## src/rtl/counter_monitor_if.sv

```systemverilog
// Observation bus of an up/down counter: sample enable, value and its complement.
interface counter_monitor_if #(
    parameter int N = 8
);
    logic         en;
    logic [N-1:0] value;
    logic [N-1:0] value_inv;

    modport master (output en, value, value_inv);
    modport slave  (input  en, value, value_inv);
endinterface

```

## src/rtl/counter_monitor.sv

```systemverilog
// Purpose: recovers step direction, loads and bus integrity from a counter's value/value_inv bus.
// Latency: one cycle from sample to registered flag; stats gated by `COUNTER_MONITOR_STATS_EN.
// Backpressure: none; pure observer, en=0 freezes state and drops pulses.
module counter_monitor #(
    parameter int N = 8
`ifdef COUNTER_MONITOR_STATS_EN
    , parameter int STAT_W = 16
`endif
) (
    input  logic                    clk,
    input  logic                    rst_n,
    counter_monitor_if.slave        bus,
    input  logic                    clr,
    output logic                    dir,
    output logic                    dir_valid,
    output logic                    dir_change,
    output logic                    load_det,
    output logic [N-1:0]            load_value,
    output logic                    err_inv,
    output logic                    err_sticky
`ifdef COUNTER_MONITOR_STATS_EN
    , output logic [STAT_W-1:0]     up_count
    , output logic [STAT_W-1:0]     down_count
    , output logic [STAT_W-1:0]     load_count
`endif
);

    typedef enum logic {INIT, TRACK} state_t;

    localparam logic [N-1:0] STEP_UP = 1;

    state_t       state_q, state_d;
    logic [N-1:0] prev_q, prev_d;
    logic [N-1:0] delta;
    logic         sample_ok;
    logic         classify;
    logic         dir_d, dir_valid_d, dir_change_d, load_det_d, err_inv_d, err_sticky_d;
    logic [N-1:0] load_value_d;

    assign sample_ok = (bus.value_inv == ~bus.value);
    assign delta     = bus.value - prev_q;
    assign classify  = bus.en && sample_ok && (state_q == TRACK);

    always_comb begin
        state_d      = state_q;
        prev_d       = prev_q;
        dir_d        = dir;
        dir_valid_d  = dir_valid;
        dir_change_d = 1'b0;
        load_det_d   = 1'b0;
        load_value_d = load_value;
        err_inv_d    = 1'b0;
        if (bus.en) begin
            if (!sample_ok) begin
                // Corrupt samples are dropped entirely; prev keeps the last good value.
                err_inv_d = 1'b1;
            end else if (state_q == INIT) begin
                state_d = TRACK;
                prev_d  = bus.value;
            end else begin
                prev_d = bus.value;
                if (delta == STEP_UP) begin
                    dir_d        = 1'b1;
                    dir_valid_d  = 1'b1;
                    dir_change_d = dir_valid && !dir;
                end else if (delta == '1) begin
                    dir_d        = 1'b0;
                    dir_valid_d  = 1'b1;
                    dir_change_d = dir_valid && dir;
                end else begin
                    load_det_d   = 1'b1;
                    load_value_d = bus.value;
                end
            end
        end
        // A mismatch in the same cycle as clr still leaves the sticky bit set.
        err_sticky_d = err_inv_d || (err_sticky && !clr);
    end

    always_ff @(posedge clk or negedge rst_n) begin
        if (!rst_n) begin
            state_q    <= INIT;
            prev_q     <= '0;
            dir        <= 1'b0;
            dir_valid  <= 1'b0;
            dir_change <= 1'b0;
            load_det   <= 1'b0;
            load_value <= '0;
            err_inv    <= 1'b0;
            err_sticky <= 1'b0;
        end else begin
            state_q    <= state_d;
            prev_q     <= prev_d;
            dir        <= dir_d;
            dir_valid  <= dir_valid_d;
            dir_change <= dir_change_d;
            load_det   <= load_det_d;
            load_value <= load_value_d;
            err_inv    <= err_inv_d;
            err_sticky <= err_sticky_d;
        end
    end

`ifdef COUNTER_MONITOR_STATS_EN
    logic is_up, is_down, is_load;

    assign is_up   = classify && (delta == STEP_UP);
    assign is_down = classify && (delta == '1);
    assign is_load = classify && !is_up && !is_down;

    always_ff @(posedge clk or negedge rst_n) begin
        if (!rst_n) begin
            up_count   <= '0;
            down_count <= '0;
            load_count <= '0;
        end else if (clr) begin
            up_count   <= '0;
            down_count <= '0;
            load_count <= '0;
        end else begin
            if (is_up && up_count != '1)
                up_count <= up_count + STAT_W'(1);
            if (is_down && down_count != '1)
                down_count <= down_count + STAT_W'(1);
            if (is_load && load_count != '1)
                load_count <= load_count + STAT_W'(1);
        end
    end
`else
    logic unused_classify;
    assign unused_classify = classify;
`endif

endmodule

```

## src/flat_wrapper.sv

```systemverilog
// flat-port wrapper written by rule: the top's interface ports become plain ports
module counter_monitor_flat 
#(
    parameter int N = 8

)
  (clk, rst_n, clr, dir, dir_valid, dir_change, load_det, load_value, err_inv, err_sticky, bus_en, bus_value, bus_value_inv);
  counter_monitor_if #(.N(N)) bus_i ();
  input  logic clk;
  input  logic rst_n;
  input  logic clr;
  output logic dir;
  output logic dir_valid;
  output logic dir_change;
  output logic load_det;
  output logic [N-1:0] load_value;
  output logic err_inv;
  output logic err_sticky;
  input wire logic [$bits(bus_i.en)-1:0] bus_en;
  input wire logic [$bits(bus_i.value)-1:0] bus_value;
  input wire logic [$bits(bus_i.value_inv)-1:0] bus_value_inv;
  assign bus_i.en = bus_en;
  assign bus_i.value = bus_value;
  assign bus_i.value_inv = bus_value_inv;
  counter_monitor #(.N(N)) u_core (.clk(clk), .rst_n(rst_n), .bus(bus_i), .clr(clr), .dir(dir), .dir_valid(dir_valid), .dir_change(dir_change), .load_det(load_det), .load_value(load_value), .err_inv(err_inv), .err_sticky(err_sticky));
endmodule
```

## config.mk

```make
export PLATFORM = sky130hd
export DESIGN_NAME = counter_monitor_flat
export DESIGN_NICKNAME = d
export VERILOG_FILES = /design/src/rtl/counter_monitor_if.sv /design/src/rtl/counter_monitor.sv /design/src/flat_wrapper.sv
export SDC_FILE = /design/constraint.sdc
export NUM_CORES = 1
export LEC_CHECK = 0
export ABC_AREA = 1
export ABC_CLOCK_PERIOD_IN_PS = 3100
export BUFFER_PORTS_ARGS = -buffer_cell sky130_fd_sc_hd__buf_4
export CORE_MARGIN = 3
export CORE_UTILIZATION = 40
export DETAILED_ROUTE_END_ITERATION = 8
export GPL_ROUTABILITY_DRIVEN = 0
export PLACE_DENSITY = 0.58
export SLEW_MARGIN = 20
export SYNTH_ARGS = -nofsm -noshare
export SYNTH_HDL_FRONTEND = slang
export SYNTH_SLANG_ARGS = --single-unit
```

## constraint.sdc

```tcl
create_clock -name clk -period 3.1 [get_ports clk]
set_clock_uncertainty 0.2 [all_clocks]
set_input_delay 0.62 -clock clk [delete_from_list [all_inputs] [get_ports clk]]
set_output_delay 0.62 -clock clk [all_outputs]
set_load 0.01 [all_outputs]
```

# Word-level counts from Yosys, hierarchy flattened
# Cells that the tools add are included.
totals:
  wordCells: 42
  romBits: 0
  output_inout_bits: 14
  mem_count: 0
  mem_bits_rw: 0
  ff_bits: 23
  latch_bits: 0
  in_bits: 20
op_classes:
  n_reduce_logical: 10
  addsub: 1
  mul: 0
  muxes: 16
  n_bitwise: 3
  n_eq_ne: 3
  n_lt_le_gt_ge: 0
  div: 0
  n_shift: 0
op_table:
  columns: ["operator", "n"]
  rows:
  - ["2-to-1 mux 1 bit", 16]
  - ["== test 8 x 1 -> 1 bit, second input constant", 1]
  - ["== test 8 bit", 1]
  - ["== test 8 bit, second input constant", 1]
  - ["NOT 8 bit", 1]
  - ["subtractor 8 bit", 1]
  - ["AND reduction 5 bit", 1]
  - ["AND reduction 4 bit", 1]
  - ["logical AND 1 bit", 3]
  - ["logical NOT 1 bit", 2]
  - ["NOT 1 bit", 2]
  - ["AND reduction 2 bit", 1]
  - ["nonzero test 2 bit", 1]
  - ["logical OR 1 bit", 1]

# Depth between registers and ports, before layout
logic_depth:
  ltp_word: 7
  ltp_mapped: 17
  mapped_depth_nobuf: 16

# Worst setup path after synthesis
# No wires, ideal clock.
synth_path:
  path_kind: "input-to-reg"
  from: "input port bus_value[0]"
  to: "register u_core.dir"
  setup_slack_ns: 0.451
  cell_stages: 14
  path_buffers: 1
  t_arrival_ns: 2.333
  t_required_ns: 2.783
  setup_time_ns: 0.117
  path_cell_list: "inv_1 -> ha_1 -> inv_1 -> fa_1 -> or2_2 -> a21oi_1 -> nand3_2 -> nor2_4 -> nand2_2 -> buf_6 -> nand2_4 -> nand2_4 -> nand2_1 -> nand2_1"
synth_via:
  elab_chain_len: 4
  elab_cells_between_ends: 8
  cone_classes: "add/sub (1); eq/ne (3); mux (1); bitwise (1); reduce/logical (2)"
synth_rtl:
  columns: ["element", "line", "rtl"]
  rows:
  - ["start: declaration", "flat_wrapper.sv:20", "input wire logic [$bits(bus_i.value)-1:0] bus_value;"]
  - ["subtractor 8 bit", "counter_monitor.sv:41", "assign delta = bus.value - prev_q;"]
  - ["== test 8 bit or == test 8 x 1 -> 1 bit (tied branches)", "counter_monitor.sv:66, counter_monitor.sv:62", null]
  - ["nonzero test 2 bit (no line)", null, null]
  - ["AND reduction 4 bit (no line)", null, null]
  - ["end signal: assignment", "counter_monitor.sv:94", "dir <= dir_d;"]
  - ["end: declaration", "counter_monitor.sv:14", "output logic dir,"]
# Several ways; a longest one is shown, not always the timed one.
# A chain may end at the register's enable or synchronous reset.

# Final worst setup path
layout_path:
  from: "input port bus_value[0]"
  to: "register u_core.load_value[0]"
layout_via:
  elab_chain_len: 4
  elab_cells_between_ends: 8
  cone_classes: "add/sub (1); eq/ne (3); bitwise (3); reduce/logical (1)"
layout_rtl:
  columns: ["element", "line", "rtl"]
  rows:
  - ["subtractor 8 bit", "counter_monitor.sv:41", null]
  - ["== test 8 x 1 -> 1 bit or == test 8 bit (tied branches)", "counter_monitor.sv:62, counter_monitor.sv:66", null]
  - ["NOT 1 bit (no line)", null, null]
  - ["AND reduction 5 bit (no line)", null, null]
  - ["end signal: assignment", "counter_monitor.sv:98", "load_value <= load_value_d;"]
  - ["end: declaration", "counter_monitor.sv:18", "output logic [N-1:0] load_value,"]
# Several ways; a longest one is shown, not always the timed one.

==> flow_summary.json <==
{
  "yosysWarnings": 0,
  "cts_resized": 0,
  "htree_levels": 1,
  "cap_violations": 0,
  "cts_tree": "done",
  "die_h_um": 69.6,
  "synthDominantCellAreaShare_pct": 35.5,
  "finalSetupViolCount": 0,
  "grt_start_max_net_pins": 24,
  "power_frac_seq_pct": 39.8,
  "avgSynthCellArea_sq_um": 7.57,
  "cts_sinks": 23,
  "netlist.top_cell.by_area": "dfrtp_1",
  "numPortBuffers": 33,
  "vias": 1406,
  "clkPwrFrac_pct": 21.8,
  "syn_nets": 243,
  "power_density_mw_per_mm2": 430,
  "r2r_cells": 11,
  "dp_hpwl_mm": 2.78,
  "swShare_pct": 35.1,
  "area_delta_synth_final_pct": 20.8,
  "max_stage_delay_ns": 0.44,
  "worstPathArrival_ns": 2.64,
  "syn-cell-area_sq_mm": 0.00162,
  "diodes": 0,
  "clkTransAtPathRegs_ns": 0.08,
  "postCtsSetupBuffers": 0,
  "dieArea_sq_mm": 0.00485,
  "fin_ws_ns": 0.462,
  "grt_pass1_wl_mm": 5.90,
  "p_total_uw": 841,
  "cellLeakagePower_nw": 1.14,
  "insertion_delay_ns": 0.26,
  "synth_cells": 214,
  "cp_max_fo": 11,
  "drv_slew": 0,
  "post-place-ws_ns": 0.176,
  "cpMaxStageDelayCell": "fa_1",
  "drive_above_1_share_pct": 24.5,
  "report.final.hold_viol_count": 0,
  "reg2reg_from": "u_core.prev_q[0]",
  "r2r_slack_ns": 0.61,
  "grtUsageTotal_pct": 14.6,
  "fin_nets": 279,
  "startpoint_type": "input port",
  "grt_pass1_vias": 1336,
  "pwr-share-comb_pct": 38.4,
  "initial_core_util_pct": 43.0,
  "layout_min_cycle_time_ns": 2.64,
  "drt_pass1_iterations": 4,
  "crit_path_start": "bus_value[0]",
  "finalSetupTns_ns": 0,
  "hold_buffers": 0,
  "period_share_pct": 85.1,
  "slew_headroom_pct": 76.5,
  "dieWidth_um": 69.6,
  "ys_seq_area_share_pct": 35.5,
  "ios": 34,
  "rr_endpoint": "u_core.load_value[0]",
  "fmax_mhz": 379,
  "crit_required_ns": 3.10,
  "clockRootBuffer": "clkbuf_8",
  "ys_types": 25,
  "status": "finished clean",
  "critical_path_class": "input port to flop",
  "grt_overflow": 0,
  "antenna_found_initial": 0,
  "drt.antenna.violating_nets": 0,
  "ys_ff_latch": 23,
  "numCtsBuffers": 3,
  "coreArea_sq_mm": 0.00377,
  "cp-end-kind": "flop",
  "drt_iter0_drc": 23,
  "rsz0062_at_grt": "false",
  "endpoint": "u_core.load_value[0]",
  "ys_top_cells_by_area": "dfrtp_1 (36%), nand2_1 (16%), inv_1 (7.4%), ha_1 (6.2%), nand3_1 (4.9%)",
  "vias_per_cell": 4.73,
  "clock_path_buffers": 2,
  "peakVddDrop_uv": 175,
  "tightest_slew_ns": 0.352,
  "drc_errors": 0,
  "p_sw_uw": 295,
  "cp_cell_sequence": "buf_4 -> inv_1 -> ha_1 -> inv_1 -> fa_1 -> or2_2 -> a21oi_1 -> nand3_2 -> nor2_4 -> nand2_2 -> nand3_2 -> nand2_1 -> nand2_1",
  "intPower_uw": 545,
  "row_count": 22,
  "hold_class": "input port to asynchronous set/reset pin",
  "drt-total-wl_mm": 3.35,
  "wire_per_inst_um": 11.3
}
[power by group through the flow]
stage | clock (mW) | combinational [mW] | sequential (mW)
floorplan | 0 | 0.230 | 0.344
global placement | 0 | 0.324 | 0.340
detailed placement | 0 | 0.326 | 0.341
CTS | 0.189 | 0.328 | 0.335
global route | 0.198 | 0.371 | 0.338
finish | 0.184 | 0.322 | 0.335
[area by class of cell]
type	count	area, sq um
flip-flops and latches	23	576
clock buffers	4	45.0
well taps	48	60.1
inverters	32	120
repair buffers	34	255
fillers	374	1810
multi-input cells	156	901
[worst min path at each step]
stage                   startpoint           endpoint  slack (ns)
CTS                          rst_n  u_core.err_sticky        0.05
floorplan                    rst_n         u_core.dir        0.12
detailed placement  u_core.state_q     u_core.state_q        0.24
global route                 rst_n  u_core.err_sticky        0.06
finish                       rst_n  u_core.err_sticky        0.04
global placement    u_core.state_q     u_core.state_q        0.24
[metrics by stage]
step | cell area, sq um | hold slack [ns] | utilization, % | std cells
finish | 1960 | 0.0351 | 51.9 | 297
global placement | 1910 | 0.238 | 50.7 | 293
floorplan | 1620 | 0.124 | - | 214
CTS | 1960 | 0.0497 | 51.9 | 297
detailed placement | 1910 | 0.241 | 50.7 | 293
global route | 1960 | 0.0601 | 51.9 | 297
[kinds of logic after synthesis]
kind of cell / after synthesis / synth area share [%]
flops: 23 / 35.5
compound gates: 13 / 4.79
fa+ha+maj: 9 / 7.41
buf+inv: 35 / 8.88
simple gates: 125 / 38.5
xor+xnor: 9 / 4.87
[cell usage in the layout (no fill, tap or decap)]
cell type	instances
a21oi_1	4
nand4_1	8
nand2_1	69
nand3_4	1
nor3_1	1
clkbuf_8	3
o22ai_1	1
a21oi_4	1
nor2_1	8
inv_1	32
clkbuf_1	1
ha_1	8
nor2_2	3
nor2_4	1
o21ai_0	7
or2_4	1
dfrtp_1	23
nand3_2	6
nand3_1	16
nand2_4	3
fa_1	1
nand2_2	7
buf_4	34
or2_2	1
xor2_1	9
[critical path, delay by kind of cell]
kind | cells | cell delay [ns]
adder cells (fa/ha/maj) | 2 | 0.58
AO/OA/AOI/OAI | 1 | 0.17
buffers and inverters | 3 | 0.25
AND/OR/NAND/NOR | 7 | 1.01
[metal layers]
layer | vias up | part of all wire [%] | GRT usage [%]
li1 | 743 | - | -
met3 | 2 | 6.0 | 2.75
met2 | 29 | 45 | 23.8
met5 | - | 0 | 0
met4 | 0 | 0.81 | 3.19
met1 | 632 | 48 | 20.2
[sequential cells by signal, summed over array words and instances, names as in the netlist]
| signal | cells |
|---|---|
| u_core.err_sticky | 1 |
| u_core.prev_q | 8 |
| u_core.err_inv | 1 |
| u_core.state_q | 1 |
| u_core.dir_valid | 1 |
| u_core.load_det | 1 |
| u_core.dir_change | 1 |
| u_core.load_value | 8 |
| u_core.dir | 1 |
[cell usage after synthesis]
cell,count
o21ai_0,7
fa_1,1
ha_1,8
buf_6,1
nand3_4,1
nand2_2,7
nor2_2,3
nand2_1,69
buf_2,1
nor2_1,8
a21oi_1,4
or2_4,1
nand2_4,3
o22ai_1,1
nor2_4,1
or2_2,1
nand3_1,16
nand3_2,6
nor3_1,1
nand4_1,8
xor2_1,9
a21oi_4,1
dfrtp_1,23
buf_4,1
inv_1,32
(Power assumes the default switching activity.)
